File: config.mk
export PLATFORM = sky130hd
export DESIGN_NAME = reg_wb_arbiter
export DESIGN_NICKNAME = d
export VERILOG_FILES = /design/src/rtl/reg_wb_arbiter_pkg.sv /design/src/rtl/reg_wb_arbiter_hold_buf.sv /design/src/rtl/reg_wb_arbiter.sv
export SDC_FILE = /design/constraint.sdc
export NUM_CORES = 1
export LEC_CHECK = 0
export BUFFER_PORTS_ARGS = -buffer_cell sky130_fd_sc_hd__buf_4
export CAP_MARGIN = 20
export CORE_MARGIN = 2
export CORE_UTILIZATION = 35
export CTS_BUF_LIST = sky130_fd_sc_hd__clkbuf_4 sky130_fd_sc_hd__clkbuf_8 sky130_fd_sc_hd__clkbuf_16
export DETAILED_ROUTE_END_ITERATION = 12
export PLACE_DENSITY = 0.6
export SLEW_MARGIN = 20
export SYNTH_ARGS = -nofsm -noshare
export SYNTH_HDL_FRONTEND = slang
export SYNTH_SLANG_ARGS = --single-unit
File: constraint.sdc
create_clock -name clock -period 1.3 [get_ports clock]
set_input_delay 0.065 -clock clock [delete_from_list [all_inputs] [get_ports clock]]
set_output_delay 0.065 -clock clock [all_outputs]
set_load 0.02 [all_outputs]
File: src/rtl/reg_wb_arbiter_pkg.sv
// Shared types and constants for the register-file write-port arbiter.
// Latency: n/a (declarations only).
// Backpressure: n/a (declarations only).
package reg_wb_arbiter_pkg;

    localparam int REG_ID_W = 5;
    localparam int DATA_W   = 32;

    localparam logic [REG_ID_W-1:0] REG_ZERO_ID = 5'd0;

    // B-side arbitration state: buffer empty, buffer waiting, buffer starving
    typedef enum logic [1:0] {
        ST_IDLE  = 2'd0,
        ST_WAIT  = 2'd1,
        ST_STALL = 2'd2
    } state_t;

endpackage

File: src/rtl/reg_wb_arbiter_hold_buf.sv
// One-entry id/value holding buffer for long-latency results.
// Latency: load visible on outputs the cycle after the loading edge.
// Backpressure: owner must only load while empty; drain frees the slot at the next edge.
module wb_hold_buf
    import reg_wb_arbiter_pkg::*;
(
    input  logic                clock,
    input  logic                reset_n,
    input  logic                load,
    input  logic                drain,
    input  logic [REG_ID_W-1:0] load_id,
    input  logic [DATA_W-1:0]   load_value,
    output logic                full,
    output logic [REG_ID_W-1:0] id,
    output logic [DATA_W-1:0]   value
);

    // Capture on load, free on drain; load and drain never coincide.
    always_ff @(posedge clock) begin
        if (!reset_n) begin
            full  <= 1'b0;
            id    <= '0;
            value <= '0;
        end else if (load) begin
            full  <= 1'b1;
            id    <= load_id;
            value <= load_value;
        end else if (drain) begin
            full  <= 1'b0;
        end
    end

endmodule

File: src/rtl/reg_wb_arbiter.sv
// Arbitrates the register-file write port: pipeline writeback (A) always wins, long-latency unit (B) drains from a 1-entry buffer.
// Latency: A written 1 cycle after request; B written at earliest 1 cycle after capture; outputs registered.
// Backpressure: lu_ready only when buffer empty; stall_req asks the pipeline to drop A after STARVE_LIMIT A grants. Optional: REG_WB_PENDING_EN adds pend_rs/pend_rt.
module reg_wb_arbiter
    import reg_wb_arbiter_pkg::*;
#(
    parameter int STARVE_LIMIT = 4,
    parameter int CNT_W        = 4
) (
    input  logic        clock,
    input  logic        reset_n,
    input  logic        wb_valid,
    input  logic [4:0]  wb_id,
    input  logic [31:0] wb_value,
    input  logic        lu_valid,
    output logic        lu_ready,
    input  logic [4:0]  lu_id,
    input  logic [31:0] lu_value,
    output logic        stall_req,
    output logic        control_reg_write,
    output logic [4:0]  control_write_id,
`ifdef REG_WB_PENDING_EN
    input  logic [4:0]  rd_rs_id,
    input  logic [4:0]  rd_rt_id,
    output logic        pend_rs,
    output logic        pend_rt,
`endif
    output logic [31:0] reg_write_value
);

    localparam logic [CNT_W-1:0] LIMIT_C    = CNT_W'(STARVE_LIMIT);
    localparam logic [CNT_W-1:0] LIMIT_M1_C = CNT_W'(STARVE_LIMIT - 1);

    state_t              state, state_nxt;
    logic [CNT_W-1:0]    cnt, cnt_nxt;
    logic                buf_full;
    logic [REG_ID_W-1:0] buf_id;
    logic [DATA_W-1:0]   buf_value;
    logic                lu_xfer;
    logic                grant_a;
    logic                grant_b;

    // No fall-through: ready depends only on state, so a drain cycle is a bubble for B.
    assign lu_ready = reset_n && (state == ST_IDLE);
    assign lu_xfer  = lu_valid && lu_ready;
    assign grant_a  = wb_valid;
    assign grant_b  = !wb_valid && buf_full;

    wb_hold_buf u_hold_buf (
        .clock      (clock),
        .reset_n    (reset_n),
        .load       (lu_xfer),
        .drain      (grant_b),
        .load_id    (lu_id),
        .load_value (lu_value),
        .full       (buf_full),
        .id         (buf_id),
        .value      (buf_value)
    );

`ifdef REG_WB_PENDING_EN
    // Flag decode operands whose producer result is parked but not yet written.
    always_comb begin
        pend_rs = buf_full && (buf_id == rd_rs_id) && (buf_id != REG_ZERO_ID);
        pend_rt = buf_full && (buf_id == rd_rt_id) && (buf_id != REG_ZERO_ID);
    end
`endif

    // Next-state and starvation count: count A grants while B waits, saturate at the limit.
    always_comb begin
        state_nxt = state;
        cnt_nxt   = cnt;
        case (state)
            ST_IDLE: begin
                if (lu_xfer) begin
                    state_nxt = ST_WAIT;
                    cnt_nxt   = '0;
                end
            end
            ST_WAIT: begin
                if (grant_b) begin
                    state_nxt = ST_IDLE;
                    cnt_nxt   = '0;
                end else if (grant_a) begin
                    if (cnt >= LIMIT_M1_C) begin
                        cnt_nxt   = LIMIT_C;
                        state_nxt = ST_STALL;
                    end else begin
                        cnt_nxt = cnt + CNT_W'(1);
                    end
                end
            end
            ST_STALL: begin
                if (grant_b) begin
                    state_nxt = ST_IDLE;
                    cnt_nxt   = '0;
                end
            end
            default: begin
                state_nxt = ST_IDLE;
                cnt_nxt   = '0;
            end
        endcase
    end

    // State register; stall_req is registered so it is high exactly while in STALL.
    always_ff @(posedge clock) begin
        if (!reset_n) begin
            state     <= ST_IDLE;
            cnt       <= '0;
            stall_req <= 1'b0;
        end else begin
            state     <= state_nxt;
            cnt       <= cnt_nxt;
            stall_req <= (state_nxt == ST_STALL);
        end
    end

    // Registered write port; register 0 consumes the slot without asserting the enable.
    always_ff @(posedge clock) begin
        if (!reset_n) begin
            control_reg_write <= 1'b0;
            control_write_id  <= '0;
            reg_write_value   <= '0;
        end else if (grant_a) begin
            control_reg_write <= (wb_id != REG_ZERO_ID);
            control_write_id  <= wb_id;
            reg_write_value   <= wb_value;
        end else if (grant_b) begin
            control_reg_write <= (buf_id != REG_ZERO_ID);
            control_write_id  <= buf_id;
            reg_write_value   <= buf_value;
        end else begin
            control_reg_write <= 1'b0;
        end
    end

endmodule

After elaboration in Yosys (flattened, before gate mapping)

Cells that the tools add are included.

Magnitude comparators: 1
Reduce and logical (&&, ||, !) cells: 10
Mux-type cells: 20
Equal/unequal tests: 6
Add/sub/neg operators: 1

Operator list:

| cell                | count |
|---|---|
| $mux 32             | 2 |
| $mux 4              | 5 |
| $pmux 4 s3          | 1 |
| $mux 2              | 5 |
| $mux 5              | 2 |
| $reduce_bool 5->1   | 2 |
| $pmux 2 s3          | 1 |
| $add 4x1->4 const B | 1 |
| $eq 2x2->1 const B  | 2 |
| $ge 4x2->1 const B  | 1 |
| $mux 1              | 4 |
| $ne 2x2->1 const B  | 2 |
| $reduce_bool 2->1   | 2 |
| $logic_and 1x1->1   | 3 |
| $ne 3x3->1 const B  | 1 |
| $reduce_and 3->1    | 1 |
| $eq 2x1->1 const B  | 1 |
| $logic_not 2->1     | 1 |
| $logic_not 1->1     | 1 |

Logic and storage cells: 47
Output and inout bits: 40
Bits of input ports: 78
Register bits after elaboration: 83

Logic depth before layout (Yosys ltp)

Gate-level depths: netlist of the first run.

Depth in word-level cells: 6
Depth in mapped cells: 5
Mapped depth without buffers: 4

Cells and area by module

A second synthesis of the first run with hierarchy kept.

Cells, all modules: 374
Area total of the unflattened synthesis: 3,636.0 µm²

Modules (own cells, without submodules):

| module         | seq. area each (µm²) | cells each | area an instance (µm²) | instances |
|---|---|---|---|---|
| reg_wb_arbiter | 900.9                | 252        | 2,194.6                | 1 |
| wb_hold_buf    | 760.7                | 122        | 1,441.4                | 1 |

Worst setup path before layout of the first run

No wires, ideal clock.

Path kind: flip-flop to flip-flop
Start: register u_hold_buf.full
End: register cnt[0]
Clock period less this slack: 1.324 ns
Buffers on the path: 1
Slack: -0.024 ns
Setup time: 0.072 ns
Data required time: 1.228 ns
Data arrival time: 1.252 ns
Cell stages (with the launch flop): 5
Cells stage by stage: dfxtp_1 -> buf_2 -> or4b_4 -> o311ai_4 -> mux2i_1

Longest elaborated chain between the ends: 3
Elaborated cells between the ends (all ways): 6
Those cells by class: eq/ne (2); mux (2); reduce/logical (2)

Ends and longest elaborated chain:

| element                                                  | RTL line                      | RTL |
|---|---|---|
| from (decl)                                              | reg_wb_arbiter_hold_buf.sv:13 | `output logic full,` |
| from (signal assigned)                                   | reg_wb_arbiter_hold_buf.sv:21 | `full <= 1'b0;` |
| from (signal assigned)                                   | reg_wb_arbiter_hold_buf.sv:25 | `full <= 1'b1;` |
| from (signal assigned)                                   | reg_wb_arbiter_hold_buf.sv:29 | `full <= 1'b0;` |
| $logic_and 1x1->1 *                                      | reg_wb_arbiter.sv:47          | `assign grant_b = !wb_valid && buf_full;` |
| $ne 3x3->1 (no line) (tied with other cells)             | -                             |  |
| $reduce_and 3->1 (no line) or $pmux 4 s3 (tied branches) | -                             |  |
| to (signal assigned)                                     | reg_wb_arbiter.sv:114         | `cnt <= cnt_nxt;` |
| to (decl)                                                | reg_wb_arbiter.sv:35          | `logic [CNT_W-1:0] cnt, cnt_nxt;` |

Mark *: on every way between the ends. The rest lies on a longest branch, timed or not.
A chain may end at the register's enable or synchronous reset.

Worst setup path after layout of the first run

Start: register u_hold_buf.full
End: register cnt[2]

The elaborated chain is that of the path after synthesis.

==> results of run 1 <==
==> kinds of logic after synthesis <==
kind of cell	share of synthesized area
simple gates	0.1835
flops	0.4952
mux	0.1242
fa+ha+maj	0.003728
buf+inv	0.04138
compound gates	0.1521
==> repair_timing <==
action | 4_1_cts | 5_1_grt
hold endpoints to repair | 68 | 0
cloned | 0 | 0
hold buffers | 68 | 0
setup endpoints to repair | 7 | 22
pin swaps | 0 | 2
gates resized for setup | 6 | 5
==> final cells by class <==
type                    count  area (um2)
repair buffers            202        1737
clock buffers               9       123.9
multi-input cells         270        1574
fillers                   870        3941
well taps                 129       161.4
inverters                   2       7.507
clock inverters             7       68.82
flip-flops and latches     83        1670
==> per-layer routing <==
layer,wire [um],vias up,GRT usage
met5,0,-,0
met4,112,0,0.05846
met3,457,9,0.04378
met2,4778,74,0.3305
met1,4291,1516,0.2304
li1,-,1682,-
==> state kept, by name, indices dropped and copies added, names as in the netlist <==
signal,cells
reg_write_value,32
u_hold_buf.value,32
control_write_id,5
u_hold_buf.id,5
cnt,4
state,2
control_reg_write,1
stall_req,1
u_hold_buf.full,1
==> worst register-to-register path: stages, from the launching register on <==
cell      delay (ps)
dfxtp_2          340
or4b_4           530
o311ai_4         130
mux2i_1          220
==> power by group <==
part / internal, mW / switching [mW]
Clock: 0.881 / 0.954
Combinational: 0.629 / 0.520
Sequential: 2.72 / 0.100
Total: 4.23 / 1.57
==> metrics by stage <==
step	setup WS [ps]	area, um2	utilization
final	14.48	5343	0.5755
after global routing	-43.05	5343	0.5755
after CTS	5.545	5331	0.5743
after detailed placement	-59.18	4443	0.4786
after global placement	-17.40	4443	0.4786
after floorplan	-3.437	3356	-
==> Yosys cell counts, drive strengths merged, types with 2 or more instances <==
cell,n,area share
a21oi,13,0.019
clkbuf,19,0.021
nor2b,3,0.0056
nand4,2,0.0037
inv,2,0.0022
dfxtp,83,0.50
nor3,4,0.0060
a211oi,25,0.056
mux2i,27,0.081
nand4b,2,0.0052
mux2,13,0.044
nor2,24,0.027
buf,11,0.018
nand2,103,0.12
o21ai,40,0.060
==> final timing paths <==
path / from / to / cells after the start
setup / recovery: u_hold_buf.full / cnt[2] / 3
hold / removal: wb_value[11] / reg_write_value[11] / 3
setup reg to reg: u_hold_buf.full / cnt[2] / 3
hold reg to reg: u_hold_buf.value[11] / u_hold_buf.value[11] / 2
==> impl_metrics.env, run 1 <==
export IMPL_htreeDepth=3
export IMPL_grt_start_max_net_pins=47
export IMPL_rsz0062_at_grt="yes"
export IMPL_path_class="reg -> reg"
export IMPL_ys_seq_area_frac=0.4952
export IMPL_cellLeakagePower_nw=2.276
export IMPL_max_freq_mhz=777.9
export IMPL_grt_pass1_wl_um=15550
export IMPL_critPathMaxStageDelay_ps=530
export IMPL_vias=3281
export IMPL_syn_avg_cell_area_um2=8.716
export IMPL_worst_pin_slew_ps=404.6
export IMPL_layout_common_cells="130 x buf_4, 103 x nand2_1, 80 x dfxtp_1"
export IMPL_clock_sink_count=83
export IMPL_hold_violations=0
export IMPL_wirelength_um=9640
export IMPL_cts_tree="done"
export IMPL_fp_coreArea_um2=9284
export IMPL_ys_warn_count=0
export IMPL_antenna_left=0
export IMPL_finalPower_mw=5.801
export IMPL_slowest_stage="or4b_4"
export IMPL_dieArea_um2=10390
export IMPL_worst_path_buf_inv=0
export IMPL_layout_cells_most_common="buf_4"
export IMPL_end_kind="flop"
export IMPL_clock_latency_ps=350
export IMPL_cp_cell_sequence="or4b_4 -> o311ai_4 -> mux2i_1"
export IMPL_grt_pass1_vias=3320
export IMPL_setup_violations_final=0
export IMPL_cts_path_max_buffers=2
export IMPL_rows=35
export IMPL_dp_cells=618
export IMPL_power_density_nw_per_um2=1086
export IMPL_hold_class="in -> reg"
export IMPL_pin_count=118
export IMPL_drive_above_1_share=0.3054
export IMPL_period_share=0.9889
export IMPL_crit_required_ps=1580
export IMPL_drtIter0Drc=103
export IMPL_grtUsageTotal=0.1888
export IMPL_fin_crit_ps=1286
export IMPL_synth_edf_count=0
export IMPL_maxSlewHeadroom=0.7296
export IMPL_fin_setup_tns_ps=0
export IMPL_layout_nets=647
export IMPL_slew_viol_final=0
export IMPL_yosysUniqueCellTypes=31
export IMPL_hpwl_um=6129
export IMPL_drc=0
export IMPL_syn_nets=464
export IMPL_clock_skew_ps=9.599
export IMPL_wl_per_cell_um=13.73
export IMPL_synth_cells=385
export IMPL_io_buffers=117
export IMPL_status="complete, no violations"
export IMPL_area_growth_pct=59.21
export IMPL_final_cells=702
export IMPL_startpoint_type="flop"
export IMPL_post_cts_repair_setup_buffers=0
export IMPL_gp_congestion=0.7701
export IMPL_floorplan_initialDensity=0.3615
export IMPL_first_pass_iters=4
export IMPL_diodes=0
export IMPL_holdWs_ps=14.30
export IMPL_cts_root_buf="clkbuf_8"
export IMPL_grt_overflow=0
export IMPL_regToRegSetupSlack_ps=10
export IMPL_clkTransAtPathRegs_ps=80
export IMPL_die_h_um=101.9
export IMPL_async_reset_ff_frac=0
export IMPL_ys_flop_type="dfxtp_1"
export IMPL_syn_area_um2=3356
export IMPL_ir_drop_mv=0.5712
export IMPL_yosys_register_bits=83
export IMPL_cts_buffers=9
export IMPL_die_x_um=101.9
export IMPL_antenna_found_initial=0
export IMPL_arrival_ps=1560
export IMPL_via_per_inst=4.674
export IMPL_maxCapViolCount=0
export IMPL_crit_family="simple AND/OR/NAND/NOR gates"
export IMPL_worst_path_max_fanout=6
Note: power is estimated with default switching activity, not from simulation.
==> run 2: changes to the inputs <==
- CORE_MARGIN: 2 -> 5
- CORE_UTILIZATION: 35 -> 30
- PLACE_DENSITY: 0.6 -> 0.53
==> impl_metrics.env, run 2 (same netlist as run 1, synthesis figures left out) <==
export IMPL_rr_worst_depth=3
export IMPL_power_density_nw_per_um2=1114
export IMPL_wl_per_cell_um=14.03
export IMPL_hold_end="reg_write_value[31]"
export IMPL_antenna_found_initial=0
export IMPL_finalPower_mw=6.068
export IMPL_maxCapViolCount=0
export IMPL_grt_pass1_vias=3363
export IMPL_antenna_left=0
export IMPL_cts_buffers=9
export IMPL_slew_viol_final=0
export IMPL_fin_crit_ps=1303
export IMPL_first_pass_iters=5
export IMPL_clock_skew_ps=10.12
export IMPL_arrival_ps=1580
export IMPL_grt_pass1_wl_um=16070
export IMPL_largest_registers="reg_write_value (32), u_hold_buf.value (32)"
export IMPL_floorplan_initialDensity=0.3082
export IMPL_grtUsageTotal=0.1504
export IMPL_fillerInstances=1019
export IMPL_startpoint_type="flop"
export IMPL_status="finished with violations"
export IMPL_cts_root_buf="clkbuf_8"
export IMPL_fin_setup_tns_ps=-4.349
export IMPL_worst_path_max_fanout=6
export IMPL_setup_violations_final=2
export IMPL_whs_path_depth=3
export IMPL_crit_required_ps=1570
export IMPL_end_kind="flop"
export IMPL_vias=3325
export IMPL_regArea_um2=1670
export IMPL_setup_ws_ps=-2.571
export IMPL_drtIter0Drc=137
export IMPL_io_buffers=117
export IMPL_clkTransAtPathRegs_ps=80
export IMPL_die_h_um=115.8
export IMPL_rsz0062_at_grt="yes"
export IMPL_r2r_start="u_hold_buf.full"
export IMPL_reg2reg_to="cnt[2]"
export IMPL_min_from="wb_value[31]"
export IMPL_maxSlewHeadroom=0.6953
export IMPL_period_share=1.002
export IMPL_worst_pin_slew_ps=456.5
export IMPL_diodes=0
export IMPL_hold_violations=0
export IMPL_violations="negative setup slack"
export IMPL_regToRegSetupSlack_ps=-3
export IMPL_cts_tree="done"
export IMPL_drive_above_1_share=0.3062
export IMPL_max_freq_mhz=767.7
export IMPL_via_per_inst=4.631
export IMPL_layout_common_cells="131 x buf_4, 103 x nand2_1, 80 x dfxtp_1"
export IMPL_area_growth_pct=62.30
export IMPL_layout_nets=652
export IMPL_htreeDepth=3
export IMPL_hold_class="in -> reg"
export IMPL_path_class="reg -> reg"
export IMPL_fp_coreArea_um2=10890
export IMPL_cts_path_max_buffers=2
export IMPL_pin_count=118
export IMPL_clock_sink_count=83
export IMPL_multi_input_area_um2=1579
export IMPL_dieArea_um2=13400
export IMPL_cellLeakagePower_nw=2.317
export IMPL_ir_drop_mv=0.5389
export IMPL_drc=0
export IMPL_grt_overflow=0
export IMPL_gp_congestion=0.7703
export IMPL_die_x_um=115.8
export IMPL_rows=38
export IMPL_clock_latency_ps=350
export IMPL_hpwl_um=6550
export IMPL_grt_start_max_net_pins=51
export IMPL_layout_cells_most_common="buf_4"
export IMPL_wirelength_um=10080
-- run 2: how the worst max path moves through the flow --
stage | end | cells past startpoint | startpoint | slack, ps
final | cnt[2] | 3 | u_hold_buf.full | -3
after global routing | cnt[1] | 3 | u_hold_buf.full | -80
after CTS | cnt[1] | 3 | u_hold_buf.full | -10
after detailed placement | state[1] | 3 | state[1] | -50
after global placement | cnt[0] | 3 | state[1] | -8
after floorplan | cnt[0] | 4 | u_hold_buf.full | -3
-- run 2: metrics by stage --
stage / util / cells / instance area (um2) / setup slack [ps] / hold WS [ps]
2_1_floorplan: - / 385 / 3356 / -3.437 / 173.6
5_1_grt: 0.5002 / 718 / 5446 / -80.89 / 20.31
3_3_place_gp: 0.4089 / 630 / 4452 / -8.343 / 259.9
3_5_place_dp: 0.4089 / 630 / 4452 / -49.08 / 264.8
6_report: 0.5002 / 718 / 5446 / -2.571 / 13.66
4_1_cts: 0.4952 / 717 / 5391 / -11.69 / 2.308
-- run 2: area by class of cell --
| class | count | share of cell area |
|---|---|---|
| clock buffers | 9 | 0.02274 |
| inverters | 2 | 0.001378 |
| multi-input cells | 270 | 0.2899 |
| repair buffers | 207 | 0.3287 |
| clock inverters | 7 | 0.01838 |
| flip-flops and latches | 83 | 0.3067 |
| well taps | 140 | 0.03216 |
-- run 2: metal layers --
metal | share of wire | vias to the layer above | global-route usage | wire length [um]
li1 | - | 1691 | - | -
met1 | 0.45 | 1526 | 0.1931 | 4499
met2 | 0.48 | 101 | 0.2497 | 4806
met3 | 0.067 | 7 | 0.03603 | 671
met4 | 0.0096 | 0 | 0.04795 | 97
met5 | 0 | - | 0 | 0
-- run 2: critical path: stages, from the launching register on --
cell and delay (ps):
dfxtp_2 360, or4b_4 530, o311ai_4 130, mux2i_1 220
-- run 2: what timing repair did --
item	in CTS	in global routing
gates cloned	0	1
endpoints found under the hold margin	71	0
pin swaps	0	1
buffers inserted	0	0
setup endpoints to repair	7	13
gates resized for setup	4	8
hold buffers	71	0
-- run 2: power breakdown --
group          switching, mW  internal (mW)  leakage, nW
Clock                  0.980           1.10        0.114
Combinational          0.526          0.644         1.52
Sequential            0.0996           2.72        0.687
==> run 3: changes to the inputs <==
- REMOVE_ABC_BUFFERS: not set -> 1
==> impl_metrics.env, run 3 (same netlist as run 1, synthesis figures left out) <==
export IMPL_hold_class="in -> reg"
export IMPL_startpoint_type="flop"
export IMPL_violations="negative setup slack"
export IMPL_period_share=1.018
export IMPL_grtUsageTotal=0.1531
export IMPL_fp_coreArea_um2=10890
export IMPL_gp_congestion=0.7592
export IMPL_grtUsageMet1=0.2020
export IMPL_fin_crit_ps=1323
export IMPL_critPathMaxStageDelay_ps=540
export IMPL_fin_area_um2=5426
export IMPL_clockPowerShare=0.337
export IMPL_clock_latency_ps=350
export IMPL_max_freq_mhz=756.0
export IMPL_drive_above_1_share=0.2990
export IMPL_switching_share=0.2562
export IMPL_placed_cell_area_um2=4492
export IMPL_combPwrFrac=0.197
export IMPL_finalPower_mw=6.039
export IMPL_cts_tree="done"
export IMPL_wirelength_um=10280
export IMPL_grt_use_met2=0.2532
export IMPL_post_cts_repair_setup_buffers=0
export IMPL_slew_viol_final=0
export IMPL_worst_path_max_fanout=6
export IMPL_layout_cells_most_common="buf_4"
export IMPL_io_buffers=117
export IMPL_busiest_layer="met2"
export IMPL_maxCapViolCount=0
export IMPL_regArea_um2=1668
export IMPL_antenna_left=0
export IMPL_grtUsageMet3=0.02663
export IMPL_fillerInstances=994
export IMPL_area_growth_pct=61.71
export IMPL_antenna_found_initial=0
export IMPL_internal_power_mw=4.492
export IMPL_drc=0
export IMPL_final_cells=712
export IMPL_crit_required_ps=1570
export IMPL_pin_count=118
export IMPL_rsz0062_at_grt="yes"
export IMPL_dieArea_um2=13400
export IMPL_path_class="reg -> reg"
export IMPL_die_x_um=115.8
export IMPL_largest_registers="reg_write_value (32), u_hold_buf.value (32)"
export IMPL_cts_root_buf="clkbuf_8"
export IMPL_setup_ws_ps=-22.84
export IMPL_layout_common_cells="124 x buf_4, 103 x nand2_1, 80 x dfxtp_1"
export IMPL_cts_buffers=9
export IMPL_slowest_stage="or4b_4"
export IMPL_via_per_inst=4.704
export IMPL_rr_worst_depth=3
export IMPL_grt_start_max_net_pins=46
export IMPL_setup_violations_final=3
export IMPL_clock_sink_count=83
export IMPL_status="finished with violations"
export IMPL_place_ws_ps=-111.6
export IMPL_vias=3349
export IMPL_arrival_ps=1590
export IMPL_htreeDepth=3
export IMPL_cp_cell_sequence="or4b_4 -> o311ai_4 -> mux2i_1"
export IMPL_holdWs_ps=18.44
export IMPL_worst_pin_slew_ps=405.8
export IMPL_hpwl_um=6515
export IMPL_rows=38
export IMPL_maxSlewHeadroom=0.7288
export IMPL_clock_skew_ps=12.53
export IMPL_hold_violations=0
export IMPL_grt_pass1_wl_um=16380
export IMPL_clkTransAtPathRegs_ps=80
export IMPL_diodes=0
export IMPL_switchingPower_mw=1.547
export IMPL_layout_nets=647
export IMPL_ir_drop_mv=0.5696
export IMPL_whs_path_depth=3
export IMPL_grt_overflow=0
export IMPL_seq_power_share=0.466
export IMPL_dp_cells=627
export IMPL_first_pass_iters=7
export IMPL_die_h_um=115.8
export IMPL_power_density_nw_per_um2=1113
export IMPL_cts_path_max_buffers=2
export IMPL_drtIter0Drc=164
export IMPL_end_kind="flop"
export IMPL_multi_input_area_um2=1569
export IMPL_wl_per_cell_um=14.44
export IMPL_cellLeakagePower_nw=2.299
export IMPL_floorplan_initialDensity=0.3082
export IMPL_grt_pass1_vias=3310
-- run 3: metrics by stage --
stage | utilization | setup TNS (ps)
6_report | 0.4984 | -27.38
5_1_grt | 0.4984 | -368.8
4_1_cts | 0.4976 | -28.13
3_5_place_dp | 0.4125 | -439.9
3_3_place_gp | 0.4125 | -196.5
2_1_floorplan | - | -42220
-- run 3: critical path, delay by kind of cell, from the launching register on --
| family | cells | cell delay, ps |
|---|---|---|
| AND/OR/NAND/NOR | 1 | 540 |
| AO/OA/AOI/OAI | 1 | 150 |
| flip-flops | 1 | 340 |
| multiplexers | 1 | 230 |
-- run 3: cell type report --
cell class	count	area share
well taps	140	0.03228
repair buffers	202	0.3302
inverters	2	0.001383
clock buffers	11	0.02559
clock inverters	4	0.01407
multi-input cells	270	0.2891
flip-flops and latches	83	0.3074
-- run 3: final timing paths --
path                   startpoint                    to  slack (ps)
min                   wb_value[5]    reg_write_value[5]          20
max               u_hold_buf.full                cnt[0]         -20
min reg2reg  u_hold_buf.value[30]  u_hold_buf.value[30]         460
max reg2reg       u_hold_buf.full                cnt[0]         -20
-- run 3: repair_timing --
item / 4_1_cts / 5_1_grt
endpoints found under the hold margin: 70 / 0
endpoints found under the setup margin: 8 / 21
pin swaps: 0 / 2
cloned: 0 / 0
gates resized for setup: 5 / 3
hold buffers: 70 / 0
-- run 3: power groups by stage --
stage          Clock (mW)  Combinational [mW]  Sequential, mW
3_3_place_gp            0                1.01            2.87
6_report             2.04                1.19            2.82
4_1_cts              2.09                1.19            2.82
3_5_place_dp            0                1.02            2.88
5_1_grt              2.21                1.29            2.84
2_1_floorplan           0               0.349            2.99
-- run 3: metal layers --
metal	vias up	wire, um
met2	106	4810
met3	16	572
met1	1547	4712
met5	-	0
li1	1680	-
met4	0	181
